## src/rtl/wb_pkg.sv

```systemverilog
// Shared write-back types: source-select codes, buffered entry layout and the data-select helper.
package wb_pkg;

  localparam int DATA_W = 32;
  localparam int ADDR_W = 5;

  localparam logic [1:0] WB_SEL_ALU  = 2'b00;
  localparam logic [1:0] WB_SEL_MEM  = 2'b01;
  localparam logic [1:0] WB_SEL_LINK = 2'b10;

  typedef struct packed {
    logic [ADDR_W-1:0] rd;
    logic [DATA_W-1:0] data;
  } wb_entry_t;

  // The reserved code 2'b11 falls through to the ALU result.
  function automatic logic [DATA_W-1:0] wb_select(input logic [1:0]        sel,
                                                  input logic [DATA_W-1:0] alu,
                                                  input logic [DATA_W-1:0] mem,
                                                  input logic [DATA_W-1:0] link);
    case (sel)
      WB_SEL_MEM:  wb_select = mem;
      WB_SEL_LINK: wb_select = link;
      default:     wb_select = alu;
    endcase
  endfunction

endpackage

```

## src/rtl/wb_fifo.sv

```systemverilog
// Circular buffer of pending register writes; exposes every slot with its age (0 = oldest)
// so the forwarding logic can pick the youngest match.
module wb_fifo
  import wb_pkg::*;
#(
  parameter  int DEPTH = 2,
  localparam int PW    = $clog2(DEPTH),
  localparam int CW    = $clog2(DEPTH + 1)
) (
  input  logic                      clk,
  input  logic                      reset,
  input  logic                      i_push,
  input  wb_entry_t                 i_entry,
  input  logic                      i_pop,
  output wb_entry_t                 o_head,
  output wb_entry_t [DEPTH-1:0]     o_entries,
  output logic [DEPTH-1:0]          o_valid,
  output logic [DEPTH-1:0][PW-1:0]  o_age,
  output logic [CW-1:0]             o_count
);

  wb_entry_t [DEPTH-1:0] r_mem;
  logic [PW-1:0]         r_wr_ptr;
  logic [PW-1:0]         r_rd_ptr;
  logic [CW-1:0]         r_count;
  logic                  w_push;
  logic                  w_pop;

  // Local guards keep the count inside [0, DEPTH] whatever the caller does.
  assign w_push = i_push && (r_count < CW'(DEPTH));
  assign w_pop  = i_pop && (r_count != '0);

  always_ff @(posedge clk) begin
    if (!reset) begin
      r_wr_ptr <= '0;
      r_rd_ptr <= '0;
      r_count  <= '0;
    end else begin
      if (w_push) begin
        r_mem[r_wr_ptr] <= i_entry;
        r_wr_ptr        <= r_wr_ptr + 1'b1;
      end
      if (w_pop) begin
        r_rd_ptr <= r_rd_ptr + 1'b1;
      end
      case ({w_push, w_pop})
        2'b10:   r_count <= r_count + 1'b1;
        2'b01:   r_count <= r_count - 1'b1;
        default: r_count <= r_count;
      endcase
    end
  end

  for (genvar gi = 0; gi < DEPTH; gi++) begin : g_slot
    assign o_age[gi]   = PW'(gi) - r_rd_ptr;
    assign o_valid[gi] = CW'(o_age[gi]) < r_count;
  end

  assign o_entries = r_mem;
  assign o_head    = r_mem[r_rd_ptr];
  assign o_count   = r_count;

endmodule

```

## src/rtl/regfile_writeback.sv

```systemverilog
// Write-back end of the register-file write port: selects result data, buffers pending writes,
// drains them on grant and serves youngest-match forwarding lookups.
module regfile_writeback
  import wb_pkg::*;
#(
  parameter  int DEPTH = 2,
  localparam int PW    = $clog2(DEPTH),
  localparam int CW    = $clog2(DEPTH + 1)
) (
  input  logic              clk,
  input  logic              reset,
  input  logic              in_valid,
  output logic              in_ready,
  input  logic              in_reg_write,
  input  logic [ADDR_W-1:0] in_rd,
  input  logic [1:0]        in_wb_sel,
  input  logic [DATA_W-1:0] in_alu_result,
  input  logic [DATA_W-1:0] in_mem_data,
  input  logic [DATA_W-1:0] in_pc_plus4,
  input  logic              rf_grant,
  output logic              rf_reg_write,
  output logic [ADDR_W-1:0] rf_write_reg,
  output logic [DATA_W-1:0] rf_write_data,
  input  logic [ADDR_W-1:0] lk_rs1,
  input  logic [ADDR_W-1:0] lk_rs2,
  output logic              lk_hit1,
  output logic              lk_hit2,
  output logic [DATA_W-1:0] lk_data1,
  output logic [DATA_W-1:0] lk_data2,
  output logic [CW-1:0]     pending
);

  wb_entry_t                w_in_entry;
  wb_entry_t                w_head;
  wb_entry_t [DEPTH-1:0]    w_entries;
  logic [DEPTH-1:0]         w_valid;
  logic [DEPTH-1:0][PW-1:0] w_age;
  logic [CW-1:0]            w_count;
  logic                     w_push;
  logic                     w_pop;
  logic                     w_head_vld;
  logic [1:0][ADDR_W-1:0]   w_lk_rs;
  logic [1:0]               w_lk_hit;
  logic [1:0][DATA_W-1:0]   w_lk_data;

  assign in_ready   = reset && (w_count < CW'(DEPTH));
  assign w_in_entry = '{rd: in_rd, data: wb_select(in_wb_sel, in_alu_result, in_mem_data, in_pc_plus4)};

  // Beats that never update a register are consumed without occupying a slot.
  assign w_push = in_valid && in_ready && in_reg_write && (in_rd != '0);

  // Gating with reset keeps every write-port output quiet while reset is held.
  assign w_head_vld    = reset && (w_count != '0);
  assign w_pop         = w_head_vld && rf_grant;
  assign rf_reg_write  = w_pop;
  assign rf_write_reg  = w_head_vld ? w_head.rd : '0;
  assign rf_write_data = w_head_vld ? w_head.data : '0;
  assign pending       = w_count;

  wb_fifo #(.DEPTH(DEPTH)) u_fifo (
    .clk       (clk),
    .reset     (reset),
    .i_push    (w_push),
    .i_entry   (w_in_entry),
    .i_pop     (w_pop),
    .o_head    (w_head),
    .o_entries (w_entries),
    .o_valid   (w_valid),
    .o_age     (w_age),
    .o_count   (w_count)
  );

  assign w_lk_rs[0] = lk_rs1;
  assign w_lk_rs[1] = lk_rs2;

  // The head stays visible to lookups in the cycle it pops; the register file has not taken it yet.
  for (genvar gi = 0; gi < 2; gi++) begin : g_lookup
    logic              w_hit;
    logic [DATA_W-1:0] w_data;
    logic [PW-1:0]     w_best_age;

    always_comb begin
      w_hit      = 1'b0;
      w_data     = '0;
      w_best_age = '0;
      for (int s = 0; s < DEPTH; s++) begin
        if (reset && w_valid[s] && (w_lk_rs[gi] != '0) && (w_entries[s].rd == w_lk_rs[gi]) &&
            (!w_hit || (w_age[s] > w_best_age))) begin
          w_hit      = 1'b1;
          w_data     = w_entries[s].data;
          w_best_age = w_age[s];
        end
      end
    end

    assign w_lk_hit[gi]  = w_hit;
    assign w_lk_data[gi] = w_data;
  end

  assign lk_hit1  = w_lk_hit[0];
  assign lk_hit2  = w_lk_hit[1];
  assign lk_data1 = w_lk_data[0];
  assign lk_data2 = w_lk_data[1];

endmodule
```

## config.mk

```make
export PLATFORM = sky130hd
export DESIGN_NAME = regfile_writeback
export DESIGN_NICKNAME = d
export VERILOG_FILES = /design/src/rtl/wb_pkg.sv /design/src/rtl/wb_fifo.sv /design/src/rtl/regfile_writeback.sv
export SDC_FILE = /design/constraint.sdc
export NUM_CORES = 1
export LEC_CHECK = 0
export ABC_AREA = 1
export CORE_MARGIN = 3
export CORE_UTILIZATION = 44
export CTS_BUF_LIST = sky130_fd_sc_hd__clkbuf_4 sky130_fd_sc_hd__clkbuf_8 sky130_fd_sc_hd__clkbuf_16
export DETAILED_ROUTE_END_ITERATION = 7
export PLACE_DENSITY = 0.93
export RECOVER_POWER = 50
export REMOVE_ABC_BUFFERS = 1
export SKIP_CTS_REPAIR_TIMING = 1
export SLEW_MARGIN = 20
export SYNTH_ARGS = -nofsm -noshare
export SYNTH_HDL_FRONTEND = slang
export SYNTH_SLANG_ARGS = --single-unit
```

## constraint.sdc

```tcl
create_clock -name clk -period 4.2 [get_ports clk]
set_clock_uncertainty 0.15 [all_clocks]
set_input_delay 0.63 -clock clk [delete_from_list [all_inputs] [get_ports clk]]
set_output_delay 0.63 -clock clk [all_outputs]
set_load 0.01 [all_outputs]
```

# Word level (Yosys, flattened, before mapping)
# Index checks and enable logic that the tools add are counted.
# classes
add_sub_neg	6
multipliers	0
div_mod_pow	0
magnitude_cmp	8
eq_ne	8
shifts	0
n_mux	19
bitwise	0
reduce_logical	31
# op_table
op	count
2-to-1 mux 32 bit	5
2-to-1 mux 37 bit	3
bitwise mux 74 bit	1
one-hot mux 32 bit (2 select lines)	1
demux 37 bit (select 1 bit)	1
logical AND 1 bit	21
equality test 5 bit	4
nonzero test 5 bit	3
2-to-1 mux 1 bit	6
2-to-1 mux 5 bit	1
equality test 2 x 1 -> 1 bit (second input constant)	2
equality test 2 bit (second input constant)	2
less-than comparator 1 x 2 -> 1 bit	2
less-than comparator 1 x 2 -> 1 bit (second input constant)	2
one-hot mux 2 bit (2 select lines)	1
nonzero test 2 bit	2
adder 1 bit (second input constant)	2
adder 2 x 1 -> 2 bit (second input constant)	1
greater-than comparator 1 bit	2
logical NOT 1 bit	2
logical OR 1 bit	2
less-than comparator 2 bit (second input constant)	1
AND reduction 2 bit	1
subtractor 1 bit (first input constant)	2
2 further kinds	2
# word_totals
reg_bits	78
latch_bits	0
ram_bits	0
rom_bits	0
inputBits	118
memories	0

# Depth between registers and ports, before layout
# logic_depth
depth_word	10
ltp_mapped	10

# Cells and area by module
# Synthesis repeated with hierarchy kept, for this count alone.
# hier_totals
cells_unflattened	892
area_unflattened_um2	5836.8
# by_module_without_submodules
module	instances	cells_per_inst	area_per_inst_um2	seq_area_each_um2
regfile_writeback	1	662	2919.0	0.0
wb_fifo	1	230	2917.8	2302.2

# Least setup slack after synthesis
# OpenSTA, ideal clock, no wires.
# synth_timing
kind	input-to-reg
from	input port reset
to	register u_fifo.r_mem, in the netlist u_fifo.o_entries[0], enable pin
arrival_ns	2.729
t_required_ns	3.619
path_slack_ns	0.889
stages	4
cell_sequence	inv_1 nor2_1 nand4_1 nor2_1
# synth_via
elab_chain_cells	6
# synth_rtl
item	line	rtl
from (decl)	regfile_writeback.sv:11	input logic reset,
logical AND 1 bit	regfile_writeback.sv:46	assign in_ready = reset && (w_count < CW'(DEPTH));
via in_ready	regfile_writeback.sv:13	output logic in_ready,
logical AND 1 bit (3 in a row)	regfile_writeback.sv:50	assign w_push = in_valid && in_ready && in_reg_write && (in_rd != '0);
logical AND 1 bit	wb_fifo.sv:30	assign w_push = i_push && (r_count < CW'(DEPTH));
AND reduction 2 bit (no source line)	-	
to (signal, indexed assignment)	wb_fifo.sv:40	r_mem[r_wr_ptr] <= i_entry;
to (decl)	wb_fifo.sv:22	wb_entry_t [DEPTH-1:0] r_mem;
# The timed path passes the listed nets, and every way through them passes these cells.
# A chain may end at the register's enable or synchronous reset.

# Worst setup path in the final report
# layout_timing
from	input port reset
to	output port lk_hit2
# layout_via
elab_chain_cells	8
# layout_rtl
item	line	rtl
logical AND 1 bit (3 in a row)	regfile_writeback.sv:87	if (reset && w_valid[s] && (w_lk_rs[gi] != '0) && (w_entries[s].rd == w_lk_rs[gi]) &&
2-to-1 mux 1 bit	regfile_writeback.sv:87	
greater-than comparator 1 bit / logical NOT 1 bit (equally long branches)	regfile_writeback.sv:88	(!w_hit || (w_age[s] > w_best_age))) begin
logical OR 1 bit	regfile_writeback.sv:88	
logical AND 1 bit	regfile_writeback.sv:87	
2-to-1 mux 1 bit (*)	regfile_writeback.sv:87	
to (decl)	regfile_writeback.sv:27	output logic lk_hit2,
# Mark *: on every way between the ends. The rest lies on a longest branch, timed or not.

==> results_dict.tcl <==
set metrics [dict create \
    wl_mm 18.4 \
    viasPerCell 5.11 \
    rsz0062_at_grt "false" \
    synth-compound-area-share 0.101 \
    synthMuxAreaShare 0 \
    mostFrequentLayoutCells "nand2_1, clkdlybuf4s50_1, nor2_1" \
    vias 6103 \
    syn_avg_cell_area_um2 6.65 \
    syn_inst 817 \
    r2r_setup_slack_ns 1.36 \
    final_common_cell "nand2_1" \
    crit_family "buffers and inverters" \
    firstDrtPassIters 5 \
    min_period_ns 3.82 \
    cts_buffers 9 \
    crit_fanout 18 \
    die_h_um 117 \
    p_leak_uw 0.00366 \
    cp_num_buf_inv 4 \
    fin_nets 1147 \
    gp_congestion 0.896 \
    ctsRootBufferMaster "clkbuf_16" \
    fmax_ghz 0.262 \
    utilization 0.696 \
    grt_pass1_vias 5932 \
    drtIter0Drc 692 \
    crit_type "input port to primary output" \
    ant_nets 0 \
    die-area_um2 13700 \
    synth_area_um2 5430 \
    grt_use_total 0.261 \
    startpoint_type "input port" \
    finalHoldViolations 0 \
    timing.rr.end "u_fifo.o_entries[49]" \
    total_power_uw 2050 \
    antenna_cells 0 \
    arrival_ns 3.04 \
    cp_slowest_cell "dlygate4sd3_1" \
    setup_tns_ns 0 \
    cap_violations 0 \
    worstHoldStart "u_fifo.r_wr_ptr" \
    tightest_slew_ns 1.43 \
    synth_top_family_by_area "simple AND/OR/NAND/NOR gates" \
    area_growth_pct 50.7 \
    clock_tree.buffer_depth 2 \
    cts_sinks 78 \
    relSlewSlack 0.0456 \
    setup_viol 0 \
    io_buffer_count 224 \
    hp-class "flop to flop" \
    yosysWarnings 0 \
    synthAdderAreaFrac 0.00691 \
    hold_end "u_fifo.r_wr_ptr" \
    clkSlewWorstSetupHoldPaths_ns 0.06 \
    start_util 0.462 \
    synth-xor-area-share 0.0129 \
    path_cells "dlygate4sd3_1, inv_1, a21oi_1, o21ai_1, nor2_4, nand2_2, buf_12, nand2_1, clkdlybuf4s50_1" \
    timing.hold.ws_ns 0.429 \
    io_pins 225 \
    ctsHtreeMaxLevel 3 \
    drc 0 \
    worst_ep_required_time_ns 3.42 \
    crit_path_end_kind "primary output" \
    p_per_area_nw_per_um2 250 \
    cpPeakStageDelay_ns 0.54 \
    stdcell_area_um2 8180 \
    fp-row-count 39 \
    seq_area_frac_synth 0.424 \
    yosysUniqueCellTypes 23 \
    drive_gt1_frac 0.0446 \
    ys_ff_latch 78 \
    grt_pass1_wl_mm 28.1 \
    r2r_start "u_fifo.o_count[1]" \
    wire_per_inst_um 15.4 \
    status "finished clean" \
    tritoncts "done" \
    overflow 0 \
    ir_drop_mv 0.224 \
    holdPathStages 1 \
    timing.final.crit_share 0.910 \
    antenna_found_initial 0 \
    slew_violations 0 \
    grt_start_max_net_pins 47 \
    core_um2 11800 \
    die_w_um 117 \
    dp_hpwl_mm 13.4 \
    clk_latency_ns 0.32 \
    yosys.area_share.simple 0.354 \
    rr_worst_depth 4 \
    dpl_cell_area_um2 7910 \
]
[power breakdown]
group	switching, uW	total [uW]	leakage (uW)	internal, uW
Sequential	11.2	904	0.000707	892
Combinational	193	377	0.00280	183
Clock	280	768	0.000149	488
[cells in the mapped netlist]
| cell | n | area share |
|---|---|---|
| dfxtp_1 | 4 | 0.015 |
| nor2_1 | 111 | 0.077 |
| xor2_1 | 4 | 0.0064 |
| nor2_2 | 5 | 0.0058 |
| and2_1 | 1 | 0.0012 |
| ha_1 | 3 | 0.0069 |
| xnor2_1 | 4 | 0.0064 |
| nor3_1 | 1 | 0.00092 |
| edfxtp_1 | 74 | 0.41 |
| nand2_1 | 281 | 0.19 |
| a21oi_1 | 66 | 0.061 |
| o21ai_0 | 41 | 0.038 |
| nand2_2 | 2 | 0.0023 |
| nand4_1 | 3 | 0.0035 |
| nand3_2 | 2 | 0.0037 |
| buf_1 | 3 | 0.0021 |
| o22ai_1 | 1 | 0.0012 |
| nand3_1 | 70 | 0.065 |
| nand3b_1 | 1 | 0.0014 |
| o21ai_1 | 1 | 0.00092 |
| clkbuf_1 | 31 | 0.021 |
| buf_2 | 15 | 0.014 |
| inv_1 | 93 | 0.064 |
[layer usage]
| metal | vias up | wire, um | track usage | part of all wire |
|---|---|---|---|---|
| li1 | 3004 | - | - | - |
| met1 | 2745 | 7020 | 0.296 | 0.38 |
| met2 | 313 | 9530 | 0.480 | 0.52 |
| met3 | 41 | 1440 | 0.0406 | 0.078 |
| met4 | 0 | 448 | 0.119 | 0.024 |
| met5 | - | 0 | 0 | 0 |
[cell type report]
type	instances	area, um2
multi-input combinational	597	2600
timing repair buffer	247	2420
tap	164	205
fill	936	3580
inverter	93	349
clock buffer	12	254
sequential	78	2300
clock inverter	4	47.5
[registers in the layout, summed over array words and instances (netlist names)]
| name | flops |
|---|---|
| u_fifo.o_entries | 74 |
| u_fifo.r_rd_ptr | 1 |
| u_fifo.r_wr_ptr | 1 |
| u_fifo.o_count | 2 |
[cell families (layout without fill, tap and decap cells)]
family                   Yosys count  after routing
AND/OR/NAND/NOR                  477            477
buffers and inverters            142            356
AO/OA/AOI/OAI                    109            109
flip-flops                        78             78
XOR/XNOR                           8              8
adder cells (fa/ha/maj)            3              3
[worst register-to-register path, stage by stage (launching register included)]
cell and delay, ns:
dfxtp_1 0.36, nor2_1 0.17, nand4_1 0.29, nor2_1 1.16, buf_4 0.41
[worst max path at each step]
stage	startpoint	endpoint	slack (ns)	cells past startpoint
2_1_floorplan	u_fifo.r_rd_ptr	lk_data2[0]	0.26	7
3_3_place_gp	reset	lk_hit2	0.53	9
3_5_place_dp	reset	lk_hit2	0.48	9
4_1_cts	reset	lk_hit2	0.46	9
5_1_grt	reset	lk_hit2	0.22	9
6_report	reset	lk_hit2	0.38	9
[stage by stage]
stage / setup slack, ns / std cells
floorplan: 0.255 / 768
global placement: 0.531 / 1179
detailed placement: 0.476 / 1179
CTS: 0.462 / 1195
global route: 0.222 / 1195
finish: 0.379 / 1195
Note: power is estimated with default switching activity, not from simulation.
